<file path="src/rtl/frame_tx_arbiter.sv">
// Round-robin arbiter that shares one byte-wide link among NUM_REQ frame sources.
// Each frame has a generated 2-byte header (AF AA or BA 55) followed by payload pulled from the winner.
module frame_tx_arbiter #(
    parameter int         NUM_REQ   = 4,
    parameter logic [7:0] IDLE_BYTE = 8'h00,
    parameter int         FRAME_LEN = 12
) (
    input  logic                   clk,
    input  logic                   reset,
    input  logic [NUM_REQ-1:0]     req,
    input  logic [NUM_REQ-1:0]     hdr_sel,
    input  logic [8*NUM_REQ-1:0]   pl_data,
    output logic [NUM_REQ-1:0]     grant,
    output logic [NUM_REQ-1:0]     pl_rd,
    output logic [7:0]             tx_data,
    output logic                   tx_valid,
    output logic [3:0]             tx_byte_pos,
    output logic                   tx_sof,
    output logic                   frame_done,
    output logic [15:0]            frame_cnt
);

    localparam int               IDX_W    = (NUM_REQ > 1) ? $clog2(NUM_REQ) : 1;
    localparam logic [3:0]       LAST_POS = 4'(FRAME_LEN - 1);
    localparam logic [IDX_W-1:0] LAST_IDX = IDX_W'(NUM_REQ - 1);

    typedef enum logic {IDLE, SEND} state_t;

    state_t             state_reg, state_next;
    logic [3:0]         cnt_reg, cnt_next;
    logic [IDX_W-1:0]   gidx_reg, gidx_next;
    logic [IDX_W-1:0]   ptr_reg, ptr_next;
    logic               hsel_reg, hsel_next;
    logic [NUM_REQ-1:0] grant_reg, grant_next;
    logic [7:0]         tx_data_reg, tx_data_next;
    logic [15:0]        frame_cnt_reg, frame_cnt_next;

    logic [7:0]         pl_byte [NUM_REQ];
    logic [IDX_W-1:0]   win_idx;
    logic               win_found;
    logic [IDX_W:0]     cand;
    logic               at_last;
    logic               arb_point;

    // Payload pops happen only between the header and the last byte of the granted requester.
    generate
        for (genvar gi = 0; gi < NUM_REQ; gi++) begin : g_req
            assign pl_byte[gi] = pl_data[8*gi +: 8];
            assign pl_rd[gi]   = (state_reg == SEND) && (cnt_reg != 4'd0) &&
                                 (cnt_reg != LAST_POS) && (gidx_reg == IDX_W'(gi));
        end
    endgenerate

    // Scan from the far end towards ptr so the last hit is the nearest requester at or after ptr.
    always_comb begin
        win_found = 1'b0;
        win_idx   = '0;
        cand      = '0;
        for (int k = NUM_REQ - 1; k >= 0; k--) begin
            cand = {1'b0, ptr_reg} + (IDX_W+1)'(k);
            if (cand >= (IDX_W+1)'(NUM_REQ))
                cand = cand - (IDX_W+1)'(NUM_REQ);
            if (req[cand[IDX_W-1:0]]) begin
                win_found = 1'b1;
                win_idx   = cand[IDX_W-1:0];
            end
        end
    end

    assign at_last   = (cnt_reg == LAST_POS);
    assign arb_point = (state_reg == IDLE) || at_last;

    always_comb begin
        state_next     = state_reg;
        cnt_next       = cnt_reg;
        gidx_next      = gidx_reg;
        hsel_next      = hsel_reg;
        ptr_next       = ptr_reg;
        grant_next     = grant_reg;
        tx_data_next   = tx_data_reg;
        frame_cnt_next = frame_cnt_reg;

        if ((state_reg == SEND) && at_last)
            frame_cnt_next = frame_cnt_reg + 16'd1;

        if (arb_point) begin
            cnt_next = 4'd0;
            if (win_found) begin
                state_next          = SEND;
                gidx_next           = win_idx;
                hsel_next           = hdr_sel[win_idx];
                ptr_next            = (win_idx == LAST_IDX) ? '0 : win_idx + IDX_W'(1);
                grant_next          = '0;
                grant_next[win_idx] = 1'b1;
                tx_data_next        = hdr_sel[win_idx] ? 8'hBA : 8'hAF;
            end else begin
                state_next   = IDLE;
                grant_next   = '0;
                tx_data_next = IDLE_BYTE;
            end
        end else begin
            cnt_next     = cnt_reg + 4'd1;
            tx_data_next = (cnt_reg == 4'd0) ? (hsel_reg ? 8'h55 : 8'hAA) : pl_byte[gidx_reg];
        end
    end

    always_ff @(posedge clk) begin
        if (reset) begin
            state_reg     <= IDLE;
            cnt_reg       <= 4'd0;
            gidx_reg      <= '0;
            hsel_reg      <= 1'b0;
            ptr_reg       <= '0;
            grant_reg     <= '0;
            tx_data_reg   <= IDLE_BYTE;
            frame_cnt_reg <= 16'd0;
        end else begin
            state_reg     <= state_next;
            cnt_reg       <= cnt_next;
            gidx_reg      <= gidx_next;
            hsel_reg      <= hsel_next;
            ptr_reg       <= ptr_next;
            grant_reg     <= grant_next;
            tx_data_reg   <= tx_data_next;
            frame_cnt_reg <= frame_cnt_next;
        end
    end

    assign grant       = grant_reg;
    assign tx_data     = tx_data_reg;
    assign tx_valid    = (state_reg == SEND);
    assign tx_byte_pos = (state_reg == SEND) ? cnt_reg : 4'd0;
    assign tx_sof      = (state_reg == SEND) && (cnt_reg == 4'd0);
    assign frame_done  = (state_reg == SEND) && at_last;
    assign frame_cnt   = frame_cnt_reg;

endmodule
</file>
<file path="config.mk">
export PLATFORM = sky130hd
export DESIGN_NAME = frame_tx_arbiter
export DESIGN_NICKNAME = d
export VERILOG_FILES = /design/src/rtl/frame_tx_arbiter.sv
export SDC_FILE = /design/constraint.sdc
export NUM_CORES = 1
export LEC_CHECK = 0
export CAP_MARGIN = 25
export CORE_ASPECT_RATIO = 1.75
export CORE_UTILIZATION = 46
export DETAILED_ROUTE_END_ITERATION = 16
export PLACE_DENSITY = 0.92
export SYNTH_ARGS = -nofsm -noshare
export SYNTH_HDL_FRONTEND = slang
export SYNTH_SLANG_ARGS = --single-unit
</file>
<file path="constraint.sdc">
create_clock -name clk -period 4.94 [get_ports clk]
set_input_delay 0.988 -clock clk [delete_from_list [all_inputs] [get_ports clk]]
set_output_delay 0.988 -clock clk [all_outputs]
set_load 0.05 [all_outputs]
</file>
# Yosys cells after proc, flatten, opt, wreduce, memory -nomap -nowiden
# Cells that the tools add are included.
# word_totals
inputBits	42
wordCells	88
register_bits	38
# op_classes
reduce_logical	15
eq_ne	6
order_cmp	11
mux	36
addsub	10
bitwise	2
# ops
operator	n
$mux 8	6
$mux 2	9
$add 16x1->16 const B	1
$bmux 8 s2	1
$lt 2x3->1 const B	5
$ge 3x3->1 const B	4
$mux 1	11
$bmux 1 s2	5
$logic_and 1x1->1	9
$mux 4	2
$sub 2x1->2 const B	4
$add 2x2->3 const B	2
$eq 2x2->1 const B	3
$mux 5	1
$add 4x1->4 const B	1
$eq 4x4->1 const B	1
$logic_not 4->1	1
$ne 4x4->1 const B	1
$reduce_bool 4->1	1
$add 2x1->3 const B	1
$ge 2x3->1 const B	1
$not 2->3	1
$add 2x1->2 const B	1
$demux 1 s2	1
7 further kinds	7

# Depth between registers and ports, before layout
# logic_depth
ltp_word	14
mapped_depth	7
ltp_nobuf	7

# Least setup slack after synthesis
# OpenSTA, ideal clock, no wires.
# synth_timing
path_kind	register -> output
from	register state_reg (netlist: tx_valid)
to	output port pl_rd[2]
required_ns	3.952
setup_slack_ns	1.345
t_arrival_ns	2.607
path_stages_with_launch	3
cell_sequence	dfxtp_1 -> o21ai_2 -> nor4b_1
# synth_via
elab_chain_cells	3
# synth_rtl
element	line	rtl
start: declaration	29	state_t state_reg, state_next;
start signal: assignment	118	state_reg <= state_next;
$logic_and 1x1->1 (2 in series)	49	assign pl_rd[gi] = (state_reg == SEND) && (cnt_reg != 4'd0) &&
$logic_and 1x1->1	50	(cnt_reg != LAST_POS) && (gidx_reg == IDX_W'(gi));
end: declaration	14	output logic [NUM_REQ-1:0] pl_rd,
# Every way passes these cells.

# Worst setup path in the final report
# layout_timing
from	register cnt_reg[1]
to	output port pl_rd[3]
# layout_via
elab_chain_cells	4
# layout_rtl
element	line	rtl
start: declaration	30	logic [3:0] cnt_reg, cnt_next;
start signal: assignment	119	cnt_reg <= cnt_next;
$reduce_bool 4->1	49	
$logic_and 1x1->1	49	
$logic_and 1x1->1 (*)	49	
$logic_and 1x1->1 (*)	50	
# Mark *: on every way between the ends. The rest lies on a longest branch, timed or not.

==> metrics.txt <==
# TYPE chip_impl_metric gauge
chip_impl_info{name="status",value="completed"} 1
chip_impl_metric{name="clk-insertion-delay-late",unit="ns"} 0.29
chip_impl_metric{name="worst_hold_path.num_cells",unit=""} 1
chip_impl_info{name="ys_dominant_reg_cell",value="sky130_fd_sc_hd__dfxtp_1"} 1
chip_impl_metric{name="die_width",unit="um"} 51.82
chip_impl_metric{name="postSynthAreaPerCell",unit="sq um"} 9.381
chip_impl_metric{name="syn-cell-area",unit="sq um"} 1998
chip_impl_metric{name="post_route_cells_drive_above_1_share",unit="%"} 10.17
chip_impl_metric{name="synth_sequential_area_ratio",unit="%"} 38.07
chip_impl_metric{name="seq_area",unit="sq um"} 760.7
chip_impl_metric{name="antenna_cells",unit=""} 0
chip_impl_metric{name="avgRoutedWirePerCell",unit="um"} 15.31
chip_impl_metric{name="cellLeakagePower",unit="nW"} 1.090
chip_impl_metric{name="detailedPlacementHpwl",unit="um"} 4145
chip_impl_info{name="reg2reg_to",value="grant[1]"} 1
chip_impl_metric{name="power.total",unit="mW"} 0.7499
chip_impl_metric{name="critPathArrivalTime",unit="ns"} 2.35
chip_impl_metric{name="clk_pin_slew_worst_paths",unit="ns"} 0.07
chip_impl_metric{name="rr_worst_depth",unit=""} 6
chip_impl_metric{name="synth_enable_flop_cells",unit=""} 0
chip_impl_metric{name="antenna_found_initial",unit=""} 0
chip_impl_metric{name="grt_pass1_wl",unit="um"} 8273
chip_impl_metric{name="drv.max_cap_violation_count",unit=""} 0
chip_impl_metric{name="minimum_setup_slack_after_placement",unit="ns"} 1.931
chip_impl_metric{name="clock_sinks",unit=""} 38
chip_impl_metric{name="first_global_vias",unit=""} 1840
chip_impl_metric{name="endpoints_failing_hold",unit=""} 0
chip_impl_info{name="cp-end-kind",value="output pin"} 1
chip_impl_info{name="rsz0062_at_grt",value="no"} 1
chip_impl_metric{name="fin_setup_tns",unit="ns"} 0
chip_impl_metric{name="grtUsageMet2",unit="%"} 49.07
chip_impl_metric{name="place.detailed.instances",unit=""} 336
chip_impl_metric{name="worst_ir_drop_vdd",unit="mV"} 0.1879
chip_impl_metric{name="rrSetupSlack",unit="ns"} 2.98
chip_impl_info{name="tritoncts",value="built"} 1
chip_impl_info{name="layout_commonest_cell",value="sky130_fd_sc_hd__clkdlybuf4s50_1"} 1
chip_impl_metric{name="vias",unit=""} 1903
chip_impl_info{name="timing.rr.start",value="cnt_reg[1]"} 1
chip_impl_metric{name="total_of_buffers_placed_on_input_and_output_ports",unit=""} 80
chip_impl_metric{name="count_of_unique_library_cells_instantiated_by_yosys",unit=""} 48
chip_impl_info{name="top_library_cells_by_usage_in_the_layout_fill_and_taps_aside",value="80 x sky130_fd_sc_hd__clkdlybuf4s50_1, 38 x sky130_fd_sc_hd__dfxtp_1, 29 x sky130_fd_sc_hd__nor2_1"} 1
chip_impl_metric{name="synth.ff_latch_count",unit=""} 38
chip_impl_info{name="ctsRootBufferMaster",value="sky130_fd_sc_hd__clkbuf_8"} 1
chip_impl_metric{name="cts_buffers",unit=""} 5
chip_impl_metric{name="crit_fanout",unit=""} 8
chip_impl_metric{name="final_cell_count_no_fill",unit=""} 344
chip_impl_metric{name="detail_route.first_pass.iterations",unit=""} 4
chip_impl_info{name="worstSetupStartpointType",value="flip-flop"} 1
chip_impl_metric{name="fill_cells",unit=""} 315
chip_impl_metric{name="cts-root-to-sink-buffers",unit=""} 2
chip_impl_metric{name="tightestPinTransition",unit="ns"} 0.9422
chip_impl_metric{name="flip_flop_count_of_the_largest_register_after_layout",unit=""} 16
chip_impl_metric{name="via_count_normalized_by_instance_count",unit=""} 5.532
chip_impl_metric{name="multi_input_area",unit="sq um"} 1190
chip_impl_metric{name="rows",unit=""} 31
chip_impl_metric{name="grt_util_met3",unit="%"} 4.082
chip_impl_metric{name="final.period_utilization",unit="%"} 67.61
chip_impl_info{name="hold_class",value="flip-flop to flip-flop"} 1
chip_impl_metric{name="io_pins",unit=""} 81
chip_impl_metric{name="power-per-cell-area",unit="nW/um^2"} 256.3
chip_impl_metric{name="syn_nets",unit=""} 262
chip_impl_metric{name="grt_util_met1",unit="%"} 22.61
chip_impl_metric{name="ant_nets",unit=""} 0
chip_impl_info{name="worst_min_delay_path_endpoint",value="grant[2]"} 1
chip_impl_metric{name="cts_post_setup_buffers_inserted",unit=""} 0
chip_impl_metric{name="post-route-drc-count",unit=""} 0
chip_impl_metric{name="core_area",unit="sq um"} 4150
chip_impl_metric{name="asyncSetResetFlopFracSynth",unit="%"} 0
chip_impl_metric{name="die_y",unit="um"} 89.19
chip_impl_metric{name="synthesis.yosys.warnings",unit=""} 0
chip_impl_metric{name="die_area",unit="sq um"} 4622
chip_impl_metric{name="ctsHoldBuffers",unit=""} 0
chip_impl_metric{name="grt_max_degree",unit=""} 27
chip_impl_metric{name="critPathRequiredTime",unit="ns"} 3.95
chip_impl_info{name="gr-max-usage-layer",value="met2"} 1
chip_impl_metric{name="syn-instance-count",unit=""} 213
chip_impl_info{name="worstHoldStart",value="grant[2]"} 1
chip_impl_metric{name="place_congestion",unit=""} 0.8245
chip_impl_metric{name="globalRouteTotalUtil",unit="%"} 24.35
chip_impl_metric{name="gr-total-overflow",unit=""} 0
chip_impl_info{name="path_class",value="flip-flop to output pin"} 1
chip_impl_metric{name="clock-skew-final",unit="ns"} 0.008807
chip_impl_metric{name="maxSlewHeadroom",unit="%"} 36.99
chip_impl_metric{name="initial_core_utilization",unit="%"} 48.15
chip_impl_metric{name="min_period",unit="ns"} 3.340
chip_impl_metric{name="slew_violations",unit=""} 0
chip_impl_metric{name="detail_route.iter0.violations",unit=""} 37
chip_impl_metric{name="htree_num_levels",unit=""} 2
chip_impl_metric{name="post_cts_resized",unit=""} 0
chip_impl_metric{name="postLayoutSetupSlackWorst",unit="ns"} 1.600
chip_impl_metric{name="finalSetupViolCount",unit=""} 0
chip_impl_metric{name="nNetsFinal",unit=""} 343
chip_impl_metric{name="detail_route.wirelength",unit="um"} 5266
chip_impl_metric{name="whs",unit="ns"} 0.4813
chip_impl_metric{name="area_growth",unit="%"} 46.46
chip_impl_metric{name="timing.fmax",unit="MHz"} 299.4
## worst max-delay path, stage by stage, from the launching register on
cell and delay, ns:
sky130_fd_sc_hd__dfxtp_1 0.40, sky130_fd_sc_hd__ha_1 0.28, sky130_fd_sc_hd__nand2_2 0.08, sky130_fd_sc_hd__o21ai_2 0.32
sky130_fd_sc_hd__nor2_1 0.09, sky130_fd_sc_hd__and3_1 0.19, sky130_fd_sc_hd__clkdlybuf4s50_1 0.70
## kinds of logic (layout without fill, tap and decap cells)
logic type / count (synthesis) / in the layout / synth area share, %
AND/OR/NAND/NOR: 96 / 96 / 26.24
buffers and inverters: 12 / 94 / 2.379
flip-flops: 38 / 38 / 38.07
adder cells (fa/ha/maj): 7 / 7 / 4.383
multiplexers: 8 / 8 / 9.017
AO/OA/AOI/OAI: 36 / 36 / 12.90
XOR/XNOR: 16 / 16 / 7.013
## cell usage after synthesis, types with 2 or more instances
cell type	n	area, sq um
sky130_fd_sc_hd__ha_1	7	87.58
sky130_fd_sc_hd__dfxtp_1	38	760.7
sky130_fd_sc_hd__a21oi_1	12	60.06
sky130_fd_sc_hd__and2_1	6	37.54
sky130_fd_sc_hd__nor4b_1	2	17.52
sky130_fd_sc_hd__inv_1	5	18.77
sky130_fd_sc_hd__and4_1	3	26.28
sky130_fd_sc_hd__a22o_1	4	35.03
sky130_fd_sc_hd__o22ai_1	2	12.51
sky130_fd_sc_hd__nor3_1	3	15.01
sky130_fd_sc_hd__buf_2	2	10.01
sky130_fd_sc_hd__nor2_1	29	108.9
sky130_fd_sc_hd__clkbuf_1	4	15.01
sky130_fd_sc_hd__and3_1	5	31.28
sky130_fd_sc_hd__nand2_1	18	67.56
sky130_fd_sc_hd__nand3_1	8	40.04
sky130_fd_sc_hd__xnor2_1	8	70.07
sky130_fd_sc_hd__a211oi_1	2	15.01
sky130_fd_sc_hd__nor4_1	4	25.02
sky130_fd_sc_hd__nand2b_1	2	12.51
sky130_fd_sc_hd__o21ai_0	6	30.03
sky130_fd_sc_hd__xor2_1	8	70.07
sky130_fd_sc_hd__nor2b_1	3	18.77
sky130_fd_sc_hd__mux4_2	8	180.2
## power by group
group	leakage, nW	internal [mW]	switching, mW
registers	0.310	0.322	0.0167
logic	0.732	0.0905	0.103
clock network	0.0482	0.113	0.105
total	1.09	0.525	0.225
## routing by layer
metal	wire [um]	share of wire, %
met5	0	0
met4	157	3.0
met3	223	4.2
met2	3000	57
met1	1885	36
## stage by stage
stage | utilization, % | cell area [sq um]
after floorplan | - | 1998
after global placement | 68.31 | 2835
after detailed placement | 68.31 | 2835
after CTS | 70.52 | 2927
after global routing | 70.52 | 2927
final | 70.52 | 2927
## worst max path at each step
| stage | slack (ns) | end | from |
|---|---|---|---|
| 2_1_floorplan | 1.35 | pl_rd[2] | tx_valid |
| 3_3_place_gp | 1.93 | pl_rd[2] | cnt_reg[0] |
| 3_5_place_dp | 1.93 | pl_rd[3] | cnt_reg[0] |
| 4_1_cts | 1.60 | pl_rd[3] | cnt_reg[0] |
| 5_1_grt | 1.50 | pl_rd[3] | cnt_reg[1] |
| 6_report | 1.60 | pl_rd[3] | cnt_reg[1] |
## cell type report
| type | instances | area share (%) |
|---|---|---|
| clock buffer | 7 | 2.950 |
| clock inverter | 1 | 0.1710 |
| inverter | 6 | 0.7696 |
| multi-input combinational | 163 | 40.66 |
| sequential | 38 | 25.99 |
| tap | 49 | 2.095 |
| timing repair buffer | 80 | 27.36 |
Note: power is estimated with default switching activity, not from simulation.
